===== config.mk =====
export PLATFORM = sky130hd
export DESIGN_NAME = fifo_ctrl_gen2
export DESIGN_NICKNAME = d
export VERILOG_FILES = /design/src/rtl/fifo_ctrl_gen2_pkg.sv /design/src/rtl/fifo_ctrl_gen2_wrap_ptr.sv /design/src/rtl/fifo_ctrl_gen2.sv
export SDC_FILE = /design/constraint.sdc
export NUM_CORES = 1
export LEC_CHECK = 0
export CAP_MARGIN = 20
export CORE_MARGIN = 8
export CORE_UTILIZATION = 27
export DETAILED_ROUTE_END_ITERATION = 8
export PLACE_DENSITY_LB_ADDON = 0.3
export SLEW_MARGIN = 5
export SYNTH_ARGS = -nofsm -noshare
export SYNTH_HDL_FRONTEND = slang
export SYNTH_SLANG_ARGS = --single-unit

===== constraint.sdc =====
create_clock -name clk -period 5.6 [get_ports clk]
set_clock_uncertainty 0.2 [all_clocks]
set_input_delay 0.56 -clock clk [delete_from_list [all_inputs] [get_ports clk]]
set_output_delay 0.56 -clock clk [all_outputs]
set_load 0.02 [all_outputs]

===== src/rtl/fifo_ctrl_gen2_pkg.sv =====
// fifo_pkg: constants and helpers shared by the FIFO controller slice.
//   clog2          - constant function for deriving address and count widths
//   FIFO_DEPTH_DEF - default storage depth
//   FIFO_AE_DEF    - default almost-empty threshold
package fifo_pkg;

  // Bounded loop so the function is also usable in synthesis elaboration.
  function automatic int unsigned clog2(input int unsigned v);
    int unsigned r;
    r = 0;
    for (int unsigned i = 0; i < 32; i++) begin
      if ((64'd1 << i) < 64'(v)) r = i + 1;
    end
    return r;
  endfunction

  localparam int unsigned FIFO_DEPTH_DEF = 13;
  localparam int unsigned FIFO_AE_DEF    = 1;

endpackage


===== src/rtl/fifo_ctrl_gen2_wrap_ptr.sv =====
// fifo_wrap_ptr: modulo-DEPTH pointer that wraps explicitly at DEPTH-1.
//   clk   - rising-edge clock
//   reset - synchronous active-high reset
//   clr   - synchronous flush, same effect as reset
//   inc   - advance the pointer by one entry
//   ptr   - current pointer value
module fifo_wrap_ptr #(
  parameter int unsigned DEPTH      = 13,
  parameter int unsigned ADDR_WIDTH = 4
) (
  input  logic                  clk,
  input  logic                  reset,
  input  logic                  clr,
  input  logic                  inc,
  output logic [ADDR_WIDTH-1:0] ptr
);

  localparam logic [ADDR_WIDTH-1:0] LAST = ADDR_WIDTH'(DEPTH - 1);

  logic [ADDR_WIDTH-1:0] ptr_q;
  logic [ADDR_WIDTH-1:0] ptr_d;

  // Compare against the last index instead of relying on power-of-2 rollover.
  always_comb begin
    ptr_d = ptr_q;
    if (inc) ptr_d = (ptr_q == LAST) ? '0 : ptr_q + 1'b1;
  end

  always_ff @(posedge clk) begin
    if (reset || clr) ptr_q <= '0;
    else              ptr_q <= ptr_d;
  end

  assign ptr = ptr_q;

endmodule


===== src/rtl/fifo_ctrl_gen2.sv =====
// fifo_ctrl_gen2: pointer/flag controller for a FIFO built on an external
// dual-port RAM. Handles any DEPTH >= 2, including non-power-of-2.
//   clk, reset, clr     - clock, synchronous reset, synchronous flush
//   w_en, r_en          - write / read requests
//   w_we, r_re          - accepted write / read strobes to the RAM (comb)
//   w_addr, r_addr      - registered RAM write / read addresses
//   count               - occupancy 0..DEPTH
//   full, empty         - registered occupancy flags
//   almost_full/empty   - registered threshold flags
//   overflow, underflow - sticky error flags, cleared by reset/clr
module fifo_ctrl_gen2
  import fifo_pkg::*;
#(
  parameter int unsigned DEPTH      = FIFO_DEPTH_DEF,
  parameter int unsigned ADDR_WIDTH = clog2(DEPTH),
  parameter int unsigned CNT_WIDTH  = clog2(DEPTH + 1),
  parameter int unsigned AF_THRESH  = DEPTH - 2,
  parameter int unsigned AE_THRESH  = FIFO_AE_DEF
) (
  input  logic                  clk,
  input  logic                  reset,
  input  logic                  clr,
  input  logic                  w_en,
  input  logic                  r_en,
  output logic                  w_we,
  output logic                  r_re,
  output logic [ADDR_WIDTH-1:0] w_addr,
  output logic [ADDR_WIDTH-1:0] r_addr,
  output logic [CNT_WIDTH-1:0]  count,
  output logic                  full,
  output logic                  empty,
  output logic                  almost_full,
  output logic                  almost_empty,
  output logic                  overflow,
  output logic                  underflow
);

  localparam logic [CNT_WIDTH-1:0] DEPTH_C = CNT_WIDTH'(DEPTH);
  localparam logic [CNT_WIDTH-1:0] AF_C    = CNT_WIDTH'(AF_THRESH);
  localparam logic [CNT_WIDTH-1:0] AE_C    = CNT_WIDTH'(AE_THRESH);

  logic                 flush;
  logic [CNT_WIDTH-1:0] count_q, count_d;
  logic                 full_q, empty_q, af_q, ae_q, ovf_q, udf_q;

  // A flush drops same-cycle requests, so strobes are masked and no error is raised.
  assign flush = reset | clr;
  assign r_re  = r_en & ~empty_q & ~flush;
  // At full, a same-cycle read frees the slot the write lands in.
  assign w_we  = w_en & (~full_q | r_re) & ~flush;

  always_comb begin
    count_d = count_q + CNT_WIDTH'(w_we) - CNT_WIDTH'(r_re);
  end

  always_ff @(posedge clk) begin
    if (flush) begin
      count_q <= '0;
      full_q  <= 1'b0;
      empty_q <= 1'b1;
      af_q    <= 1'b0;
      ae_q    <= 1'b1;
      ovf_q   <= 1'b0;
      udf_q   <= 1'b0;
    end else begin
      count_q <= count_d;
      full_q  <= (count_d == DEPTH_C);
      empty_q <= (count_d == '0);
      af_q    <= (count_d >= AF_C);
      ae_q    <= (count_d <= AE_C);
      if (w_en && !w_we) ovf_q <= 1'b1;
      if (r_en && !r_re) udf_q <= 1'b1;
    end
  end

  fifo_wrap_ptr #(.DEPTH(DEPTH), .ADDR_WIDTH(ADDR_WIDTH)) u_wptr (
    .clk   (clk),
    .reset (reset),
    .clr   (clr),
    .inc   (w_we),
    .ptr   (w_addr)
  );

  fifo_wrap_ptr #(.DEPTH(DEPTH), .ADDR_WIDTH(ADDR_WIDTH)) u_rptr (
    .clk   (clk),
    .reset (reset),
    .clr   (clr),
    .inc   (r_re),
    .ptr   (r_addr)
  );

  assign count        = count_q;
  assign full         = full_q;
  assign empty        = empty_q;
  assign almost_full  = af_q;
  assign almost_empty = ae_q;
  assign overflow     = ovf_q;
  assign underflow    = udf_q;

endmodule


==> results of run 1 <==
## layout by cell type, fill, tap and decap left out, drive strengths merged, types with 3 or more instances in the layout
cell / count
nand3: 3
o31ai: 3
clkbuf: 3
clkdlybuf4s50: 24
nand2: 7
a211oi: 3
nor2: 9
a21oi: 7
ha: 8
dfxtp: 18
inv: 12
## cell type report
cell class | instances | share of cell area [%]
multi-input combinational | 64 | 39.5
sequential | 18 | 30.1
timing repair buffer | 24 | 20.0
tap | 46 | 4.80
inverter | 12 | 3.76
clock buffer | 3 | 1.88
## kinds of logic after synthesis
group	count (synthesis)
adders and majority gates	9
and+or+nand+nor	29
xor gates and xnor gates	4
buffers and inverters	14
muxes	1
DFF	18
AOI/OAI and AO/OA	21
## registers in the layout, summed over array words and instances, names as in the netlist
signal	cells
full	1
almost_full	1
count	4
overflow	1
u_wptr.ptr	4
almost_empty	1
u_rptr.ptr	4
empty	1
underflow	1
## where the power goes
| group | internal [mW] | total, mW | switching [mW] |
|---|---|---|---|
| Sequential | 0.130 | 0.131 | 0.00112 |
| Combinational | 0.00954 | 0.0212 | 0.0116 |
| Clock | 0.0250 | 0.0657 | 0.0406 |
## worst max-delay path, cell delays in order
cell             delay, ps
clkdlybuf4s50_1        410
or2_1                  490
a211oi_4               550
clkdlybuf4s50_1        700
## final timing paths
check / from / end / slack (ps) / cells after the start
worst max-delay path: clr / w_we / 2120 / 4
worst min-delay path: underflow / underflow / 280 / 2
worst max register to register: empty / empty / 2870 / 11
worst min register to register: underflow / underflow / 280 / 2
## metal layers
metal  wire length, µm  share of wire [%]
met1               820                 43
met2               943                 49
met3               126                6.5
met4                36                1.9
met5                 0                  0
==> out/qor.yml, run 1 <==
grt_pass1_wl_um: 3330
use_met3_pct: 3.14
rsz0062_at_grt: "no"
syn_avg_cell_area_um2: 9.31
port_buffers: 24
syn_to_final_growth_pct: 34.2
synth_top_family_by_area: "compound AO/OA/AOI/OAI gates"
cts.htree.levels: 1
grt_pass1_vias: 742
synth_top_area_share_pct: 40.3
final_util_pct: 36.8
stdcell_count: 167
synth_ff_type: "dfxtp_1"
ioPinCount: 25
numCtsBuffers: 3
synthTopCellsByArea: "dfxtp_1, ha_1, inv_1"
rows: 21
grtUsageMet1_pct: 8.62
yosys.area_share.simple_pct: 16.5
fill_cells: 359
whs_ps: 281
clk_latency_ps: 300
syn_area_um2: 893
drive_above_1_share_pct: 7.44
setup_viol: 0
viasPerCell: 4.43
power_per_cell_area_nw_per_um2: 181
vdd_drop_max_mv: 0.0619
grtUsageTotal_pct: 7.96
hold_class: "flip-flop to flip-flop"
fin_area_um2: 1200
fp.dieW_um: 73.5
max_cap_viol_count: 0
synthAdderAreaFrac_pct: 13.4
period_minus_slack_ps: 3480
setup_tns_ps: 0
syn_inst: 96
yosysMostFrequentCell: "dfxtp_1"
drc: 0
dp_slack_ps: 1820
synthXorXnorAreaFrac_pct: 3.92
dpl.cell_count: 164
path_clk_slew_ps: 100
antenna_found_initial: 0
hold_violations: 0
power.leakage_nw: 0.444
top_usage_layer: "met2"
slew_headroom_pct: 52.8
multi_input_area_um2: 473
synth.distinct_cells: 32
register_area_um2: 360
crit_fanout: 18
wl_per_cell_um: 11.5
place_area_um2: 1180
start_util_pct: 27.4
grt_overflow: 0
post-route-period-util_pct: 62.2
dr.pass1.iters: 4
synth-edff-count: 0
root_buffer: "clkbuf_4"
num_antenna_cells: 0
seq_area_frac_synth_pct: 40.3
startpoint_type: "primary input"
fmaxAchievable_mhz: 287
grt_max_degree: 19
ant_nets: 0
die-area_um2: 5410
arrival_ps: 2720
synthArstFlopShare_pct: 0
critical_path_class: "primary input to primary output"
cts_repair_resize_count: 0
core_um2: 3260
drt_wl_total_um: 1930
critPathCaptureType: "primary output"
synth.net_count: 110
synth_area_leader_cell: "dfxtp_1"
cts.sinks: 18
total_power_mw: 0.218
ys_ff_latch: 18
clockBufferDepth: 2
status: "finished, final reports clean"
cts_setup_buffers: 0
nNetsFinal: 137
grt_use_met2_pct: 13.1
vias: 739
synth_commonest_cells: "dfxtp_1, inv_1, nor2_1"
synth_compound_area_share_pct: 17.9
gp_congestion: 0.756
setup_ws_ps: 2120
worstPathRequired_ps: 4840
cts_hold_buf: 0
slew_viol_final: 0
hpwlAfterDp_um: 1510
drt-initial-drc-count: 35
muxShareOfSynthArea_pct: 1.12
cts_tree: "built"
worst_pin_slew_ps: 707
yosys_warnings: 0
die_h_um: 73.5
Power figures use the tool's default switching activity.
==> run 2: changes to the inputs <==
==> constraint.sdc (replaced) <==
create_clock -name clk -period 2.9 [get_ports clk]
set_clock_uncertainty 0.2 [all_clocks]
set_input_delay 0.29 -clock clk [delete_from_list [all_inputs] [get_ports clk]]
set_output_delay 0.29 -clock clk [all_outputs]
set_load 0.02 [all_outputs]
==> run 2 against run 1 <==
  * Sequential power is 93% higher
  * Flip-flop and latch count stayed put
  * Via count is 0.54% lower
  * First-iteration DRC count stayed put
  * Register-to-register slack worse by 2500 ps
  * Utilization is 2.0 points higher
  * Worst hold slack better by 5.8 ps
  * Non-clock buffer count is 7 higher
  * Clock power is 140% higher
  * Critical path depth is 2 higher
  * Sequential share of layout area is 1.6 points lower
==> out/qor.yml, run 2 (synthesis results as in run 1) <==
multi_input_area_um2: 473
ant_nets: 0
syn_to_final_growth_pct: 41.6
cts_setup_buffers: 0
nNetsFinal: 144
setup_viol: 0
post-route-period-util_pct: 93.8
critPathCaptureType: "primary output"
die-area_um2: 5410
max_cap_viol_count: 0
hpwlAfterDp_um: 1510
fp.dieW_um: 73.5
grt_pass1_vias: 742
grtUsageTotal_pct: 8.11
antenna_found_initial: 0
ff2ff_setup_slack_ps: 380
r2r-end: "empty"
root_buffer: "clkbuf_4"
holdPathEnd: "overflow"
period_minus_slack_ps: 2720
cts_tree: "built"
fmaxAchievable_mhz: 368
rows: 21
slew_viol_final: 0
worstRegToRegCells: 11
core_um2: 3260
total_power_mw: 0.453
worst_path_max_delay_cell: "clkdlybuf4s50_1"
cts.sinks: 18
mostFrequentLayoutCells: "clkdlybuf4s50_1, dfxtp_1, inv_1, nor2_1, ha_1"
hold_class: "flip-flop to flip-flop"
wl_per_cell_um: 10.9
worst_pin_slew_ps: 304
worstPathRequired_ps: 2410
drt-initial-drc-count: 35
place_area_um2: 1230
clockBufferDepth: 2
drt_wl_total_um: 1910
pwr-share-comb_pct: 9.6
critPathMaxStageDelay_ps: 610
hold_violations: 0
cts_repair_resize_count: 0
drc: 0
drive_above_1_share_pct: 13.2
register_area_um2: 360
clk_latency_ps: 300
viasPerCell: 4.20
grt_max_degree: 18
dr.pass1.iters: 4
ioPinCount: 25
port_buffers: 24
numCtsBuffers: 3
path_cells: "clkdlybuf4s50_1 -> or2_1 -> buf_4 -> a211oi_4 -> buf_4 -> clkdlybuf4s50_1"
gp_congestion: 0.726
die_h_um: 73.5
critical_path_class: "primary input to primary output"
grt_pass1_wl_um: 3310
crit_fanout: 17
switching_share_pct: 23.2
status: "finished, final reports clean"
slew_headroom_pct: 79.7
start_util_pct: 27.4
r2r-start: "empty"
cts_hold_buf: 0
cts.htree.levels: 1
path_clk_slew_ps: 110
num_antenna_cells: 0
vdd_drop_max_mv: 0.146
arrival_ps: 2230
power.leakage_nw: 0.484
power.switching_mw: 0.105
rsz0062_at_grt: "no"
grt_overflow: 0
clock_power_share_pct: 34.7
p_int_mw: 0.348
pwr-share-seq_pct: 55.7
fin_area_um2: 1260
hold_depth: 2
vias: 735
layout_commonest_cell: "clkdlybuf4s50_1"
fill_cells: 347
power_per_cell_area_nw_per_um2: 358
startpoint_type: "primary input"
worstHoldStart: "overflow"
## run 2: per-layer routing
layer	vias to the layer above	wire [µm]	track usage (%)
met5	-	0	0
met4	0	62	6.65
met3	5	140	3.00
met2	14	895	13.4
met1	327	814	7.93
li1	389	-	-
## run 2: layout make-up
class / count / area share [%]
multi-input cells: 64 / 37.4
flip-flops and latches: 18 / 28.5
repair buffers: 31 / 23.1
well taps: 46 / 4.55
inverters: 12 / 3.56
clock buffers: 4 / 2.87
## run 2: worst max path at each step
stage / from / to / slack, ps / depth (start not counted)
after floorplan: clr / empty / 210 / 12
after global placement: clr / empty / -100 / 12
after detailed placement: clr / empty / -130 / 12
after CTS: clr / w_we / 150 / 6
after global routing: clr / empty / 30 / 12
final: clr / w_we / 180 / 6
## run 2: power by group through the flow
stage / combinational [mW] / clock [mW] / sequential (mW)
after floorplan: 0.0212 / 0 / 0.262
after global placement: 0.0442 / 0 / 0.258
after detailed placement: 0.0443 / 0 / 0.258
after CTS: 0.0445 / 0.165 / 0.253
after global routing: 0.0478 / 0.173 / 0.253
final: 0.0433 / 0.157 / 0.253
## run 2: per-stage QoR
step | worst slack, ps | TNS, ps | std cells | utilization (%) | hold slack [ps]
after floorplan | 214 | 0 | 96 | - | 201
after detailed placement | -134 | -205 | 171 | 37.7 | 260
final | 181 | 0 | 175 | 38.8 | 287
after CTS | 155 | 0 | 175 | 38.8 | 286
after global placement | -103 | -137 | 171 | 37.7 | 255
after global routing | 31.8 | 0 | 175 | 38.8 | 334
## run 2: worst max-delay path: cells and delay by family
family	cells	cell delay, ps
buffers and inverters	4	1430
AOI/OAI and AO/OA	1	260
and+or+nand+nor	1	240
==> run 3: changes to the inputs <==
--- a/config.mk
+++ b/config.mk
@@ -10,6 +10,7 @@
 export CORE_UTILIZATION = 27
 export DETAILED_ROUTE_END_ITERATION = 8
 export PLACE_DENSITY_LB_ADDON = 0.3
+export SKIP_LAST_GASP = 1
 export SLEW_MARGIN = 5
 export SYNTH_ARGS = -nofsm -noshare
 export SYNTH_HDL_FRONTEND = slang
==> results of run 3 <==
Final layout, timing and power as in run 2 (identical DEF).
==> patch 1, RTL diff (config.mk and constraints of run 2) <==
The package constant `FIFO_DEPTH_DEF` goes from 13 to 15.
--- a/src/rtl/fifo_ctrl_gen2_pkg.sv
+++ b/src/rtl/fifo_ctrl_gen2_pkg.sv
@@ -14,7 +14,7 @@
     return r;
   endfunction
 
-  localparam int unsigned FIFO_DEPTH_DEF = 13;
+  localparam int unsigned FIFO_DEPTH_DEF = 15;
   localparam int unsigned FIFO_AE_DEF    = 1;
 
 endpackage
Function: changed (Yosys sat finds a counterexample within 4 cycles, from zero or initial values).
==> patch 1 against run 2 <==
Worst hold slack worse by 0.012 ns. Sequential cell count unchanged. Clock power is 25% lower. Area after synthesis decreased by 8.0%. Power fell by 8.8%. Design area is 7.7% lower. Setup slack improved by 0.011 ns. Via count shrank 1.4%. Register-to-register slack about the same. Wire length rose by 5.0%.
==> patch 1: results (changes against run 2) <==
Route
  – Drt first pass iters: 3 (was 4)
  – Metal-1 WL: 924 um (was 814 um)
  – Top layer in use: met4 (unchanged)
  – DR vias: 725 (was 735)
  – Vias per cell: 4.83 (was 4.20)
  – WL met2: 959 um (was 895 um)
  – Routed Antenna Nets: 0 (unchanged)
  – Avg WL per Cell: 13.4 um (was 10.9 um)
  – Met3 wire len: 112 um (was 140 um)
  – Initial DRC Count: 24 (was 35)

GRT
  – Largest net degree at the start of global routing: 13 (was 18)
  – First-pass GRT wire length: 3510 um (was 3310 um)
  – GRT met2 Usage: 14.3% (was 13.4%)
  – Tot GR Track Use: 8.57% (was 8.11%)
  – Met3 global-route usage: 4.24% (was 3.00%)
  – Vias in the first global route: 756 (was 742)
  – Met1 usage in global routing: 9.43% (was 7.93%)

Pwr
  – Switching power share of the total: 22.8% (was 23.2%)
  – Worst vdd ir: 0.229 mV (was 0.146 mV)
  – Leakage: 0.464 nW (was 0.484 nW)

Critical path
  – Max incr delay on CP: 0.60 ns
  – CP max FO: 12 (was 17)
  – Worst EP arrival: 2.22 ns
  – CP delay by family, top: buffers and inverters (unchanged)

Timing
  – Worst-Margin Slew: 0.421 ns (was 0.304 ns)

Yosys
  – Synth Instances: 86 (was 96)
  – Sequential share of the synthesized area: 43.8% (was 40.3%)
  – Count of distinct cell types in the synthesized netlist: 31 (was 32)
  – Count leader, synth: dfxtp_1 (unchanged)
  – Synthesized Nets: 96 (was 110)
  – Synth top area share: 43.8% (was 40.3%)
  – Commonest cells post-synth: dfxtp_1, inv_1, nor2_1 (unchanged)
  – Largest cells by area after synthesis: dfxtp_1, ha_1, a21oi_1, inv_1, nor2_1 (was dfxtp_1, ha_1, inv_1, a21oi_1, nor2_1)

Finish
  – # fillers: 299 (was 347)
  – ANT cells: 0 (unchanged)
  – Fin nets: 129 (was 144)
  – Share of layout cells above drive strength 1: 12.8% (was 13.2%)

Clock tree
  – Clock slew at reported path FFs: 0.09 ns (was 0.11 ns)
  – H-Tree Depth: 1 (unchanged)
  – Clk_lat worst skew: 0.28 ns (was 0.30 ns)
  – CTS tree: yes (unchanged)
  – Root cell of the clock tree: clkbuf_4 (unchanged)
  – Total CTS buffers: 3 (unchanged)
  – Post-CTS Setup Bufs: 0 (unchanged)

Status
  – Status: completed (unchanged)

Placement
  – Placed cell area: 1140 um^2 (was 1230 um^2)
  – Placed cells: 147 (was 171)
  – Hpwl dp: 1590 um (was 1510 um)
  – GPL Wtd Cong: 0.745 (was 0.726)
  – PortBufs: 24 (unchanged)
  – Post-Place Setup Slack: -0.0533 ns (was -0.134 ns)

Min path
  – HP Class: reg2reg (unchanged)
-- patch 1: kinds of logic after synthesis --
| kind of cell | after synthesis | synth area share [%] |
|---|---|---|
| AND/OR/NAND/NOR | 24 | 15.2 |
| AO/OA/AOI/OAI | 23 | 21.2 |
| flip-flops | 18 | 43.8 |
| buffers and inverters | 10 | 4.57 |
| adder cells (fa/ha/maj) | 5 | 8.52 |
| XOR/XNOR | 4 | 4.26 |
| multiplexers | 2 | 2.44 |
-- patch 1: worst paths after layout --
check / startpoint / end / slack [ns] / depth (start not counted)
hold / removal: underflow / underflow / 0.28 / 2
setup / recovery: clr / w_we / 0.19 / 6
hold reg to reg: underflow / underflow / 0.28 / 2
setup reg to reg: empty / almost_full / 0.38 / 10
-- patch 1: area by class of cell --
| class | instances | area share (%) |
|---|---|---|
| Inverter | 9 | 2.89 |
| Tap cell | 33 | 3.54 |
| Multi-Input combinational cell | 58 | 37.0 |
| Timing Repair Buffer | 29 | 23.8 |
| Clock buffer | 3 | 1.93 |
| Sequential cell | 18 | 30.9 |
-- patch 1: power groups by stage --
stage | Clock [W] | Combinational [W] | Sequential, W
after detailed placement | 0 | 0.0000420 | 0.000258
after global routing | 0.000139 | 0.0000466 | 0.000253
after CTS | 0.000127 | 0.0000421 | 0.000252
final | 0.000118 | 0.0000427 | 0.000252
after floorplan | 0 | 0.0000176 | 0.000261
after global placement | 0 | 0.0000412 | 0.000258
-- patch 1: repair_timing --
item / 4_1_cts / 5_1_grt
endpoints found under the setup margin: 0 / 1
endpoints found under the hold margin: 0 / 0
resized for setup: 0 / 1
-- patch 1: tightest hold or removal path, cell delays in order, from the launching register on --
cell     delay (ns)
dfxtp_1        0.34
a21oi_1        0.04
nor2_1         0.07
==> patch 2, RTL diff (flow settings as in run 2) <==
Without the edit above. Put one more register stage on the output `underflow`. The value now appears one clock later. The other outputs are not delayed to match.
--- a/src/rtl/fifo_ctrl_gen2.sv
+++ b/src/rtl/fifo_ctrl_gen2.sv
@@ -95,7 +95,9 @@
   assign almost_full  = af_q;
   assign almost_empty = ae_q;
   assign overflow     = ovf_q;
-  assign underflow    = udf_q;
+  always_ff @(posedge clk) begin
+    underflow <= udf_q;
+  end
 
 endmodule
 
Formal check against the unedited RTL: not equivalent (Yosys sat finds a counterexample within 4 cycles, from zero or initial values).
==> patch 2 against run 2 <==
Setup slack improved by 0.0051 ns. Register-to-register slack improved by 0.07 ns. Non-clock buffer count unchanged. Design area increased by 0.79%. Sequential cell count increased by 1. Area after synthesis increased by 2.2%. Power decreased by 2.7%. Wire length increased by 2.1%. Critical endpoint unchanged. Largest cell class unchanged. Highest routed layer is now met3.
==> patch 2: results (changes against run 2) <==
Critical path
  – Worst EP arrival: 2.22 ns
  – Slowest-stage cell, CP: clkdlybuf4s50_1 (unchanged)
  – Max incr delay on CP: 0.61 ns (about the same)
  – CP max FO: 17 (unchanged)

Route
  – DR vias: 769 (was 735)
  – Initial DRC Count: 39 (was 35)
  – Final WL: 1950 um (was 1910 um)

Finish
  – Share of layout cells above drive strength 1: 12.3% (was 13.2%)
  – Fin nets: 145 (was 144)
  – # fillers: 349 (was 347)
  – Final Non-Filler Cells: 176 (was 175)

GRT
  – First-pass GRT wire length: 3330 um (was 3310 um)
  – Tot GR Track Use: 7.70% (was 8.11%)
  – Vias in the first global route: 757 (was 742)

Yosys
  – Synthesized Nets: 111 (was 110)
  – Ys Warns: 0 (unchanged)
  – Synth Instances: 97 (was 96)
  – Commonest cells post-synth: dfxtp_1, inv_1, nor2_1 (unchanged)
  – Count of distinct cell types in the synthesized netlist: 32 (unchanged)
  – Sequential share of the synthesized area: 41.6% (was 40.3%)
  – Ys flop type: dfxtp_1 (unchanged)
  – Post-synth ARST share: 0% (unchanged)
  – Largest cells by area after synthesis: dfxtp_1, ha_1, inv_1, a21oi_1, nor2_1 (unchanged)

Pwr
  – Worst vdd ir: 0.112 mV (was 0.146 mV)
  – Switching power share of the total: 23.0% (was 23.2%)
  – Leakage: 0.486 nW (was 0.484 nW)

Clock tree
  – CTS Buffer Depth: 2 (unchanged)
  – Total CTS buffers: 3 (unchanged)
  – CTS resizes: 0 (unchanged)
  – Root cell of the clock tree: clkbuf_4 (unchanged)

Placement
  – Hpwl dp: 1530 um (was 1510 um)
  – GPL Wtd Cong: 0.783 (was 0.726)
  – PortBufs: 24 (unchanged)
  – Placed cells: 172 (was 171)

Status
  – Status: completed (unchanged)

Timing
  – Worst-Margin Slew: 0.280 ns (was 0.304 ns)

Min path
  – HP Class: reg2reg (unchanged)
==> patch 2: worst max-delay path, delay by kind of cell <==
family	cells	cell delay, ns
AOI/OAI and AO/OA	1	0.25
buffers and inverters	4	1.42
and+or+nand+nor	1	0.24
==> patch 2: logic make-up (layout without fill, tap and decap cells) <==
group | Yosys count | count (layout) | synth area share [%]
adders and majority gates | 9 | 9 | 13.2
muxes | 1 | 1 | 1.10
and+or+nand+nor | 29 | 29 | 16.2
buffers and inverters | 14 | 47 | 6.57
AOI/OAI and AO/OA | 21 | 21 | 17.5
xor gates and xnor gates | 4 | 4 | 3.84
DFF | 19 | 19 | 41.6
==> patch 2: worst paths after layout <==
check / from / end / slack, ns / cells past startpoint
worst min-delay path: udf_q / underflow / 0.16 / 0
worst min register to register: udf_q / underflow / 0.16 / 0
worst max register to register: empty / empty / 0.45 / 11
worst max-delay path: clr / w_we / 0.19 / 6
==> patch 2: per-stage QoR <==
step	setup slack, ns	cell area, um^2	hold slack (ns)	TNS (ns)
2_1_floorplan	0.214	913	0.131	0
3_3_place_gp	-0.0235	1250	0.140	-0.0235
3_5_place_dp	-0.0391	1250	0.144	-0.0423
4_1_cts	0.158	1270	0.163	0
5_1_grt	0.0777	1270	0.176	0
6_report	0.186	1270	0.159	0
==> patch 2: area by class of cell <==
type / instances / area [um^2] / area share [%]
clock buffers: 4 / 26.3 / 2.06
inverters: 12 / 45.0 / 3.53
multi-input cells: 64 / 473 / 37.1
flip-flops and latches: 19 / 380 / 29.8
well taps: 46 / 57.6 / 4.51
repair buffers: 31 / 293 / 23.0
==> patch 2: power groups by stage <==
stage                     Sequential [W]  Clock, W  Combinational, W
after floorplan                 0.000277         0         0.0000212
after global placement          0.000273         0         0.0000443
after detailed placement        0.000273         0         0.0000447
after CTS                       0.000267  0.000138         0.0000452
after global routing            0.000268  0.000149         0.0000485
final                           0.000267  0.000130         0.0000441
==> patch 2: per-layer routing <==
layer / GRT usage, % / share of wire (%) / vias up
met1: 8.58 / 46 / 355
met2: 12.2 / 44 / 19
li1: - / - / 395
met4: 2.66 / 0 / 0
met3: 4.04 / 10 / 0
met5: 0 / 0 / -
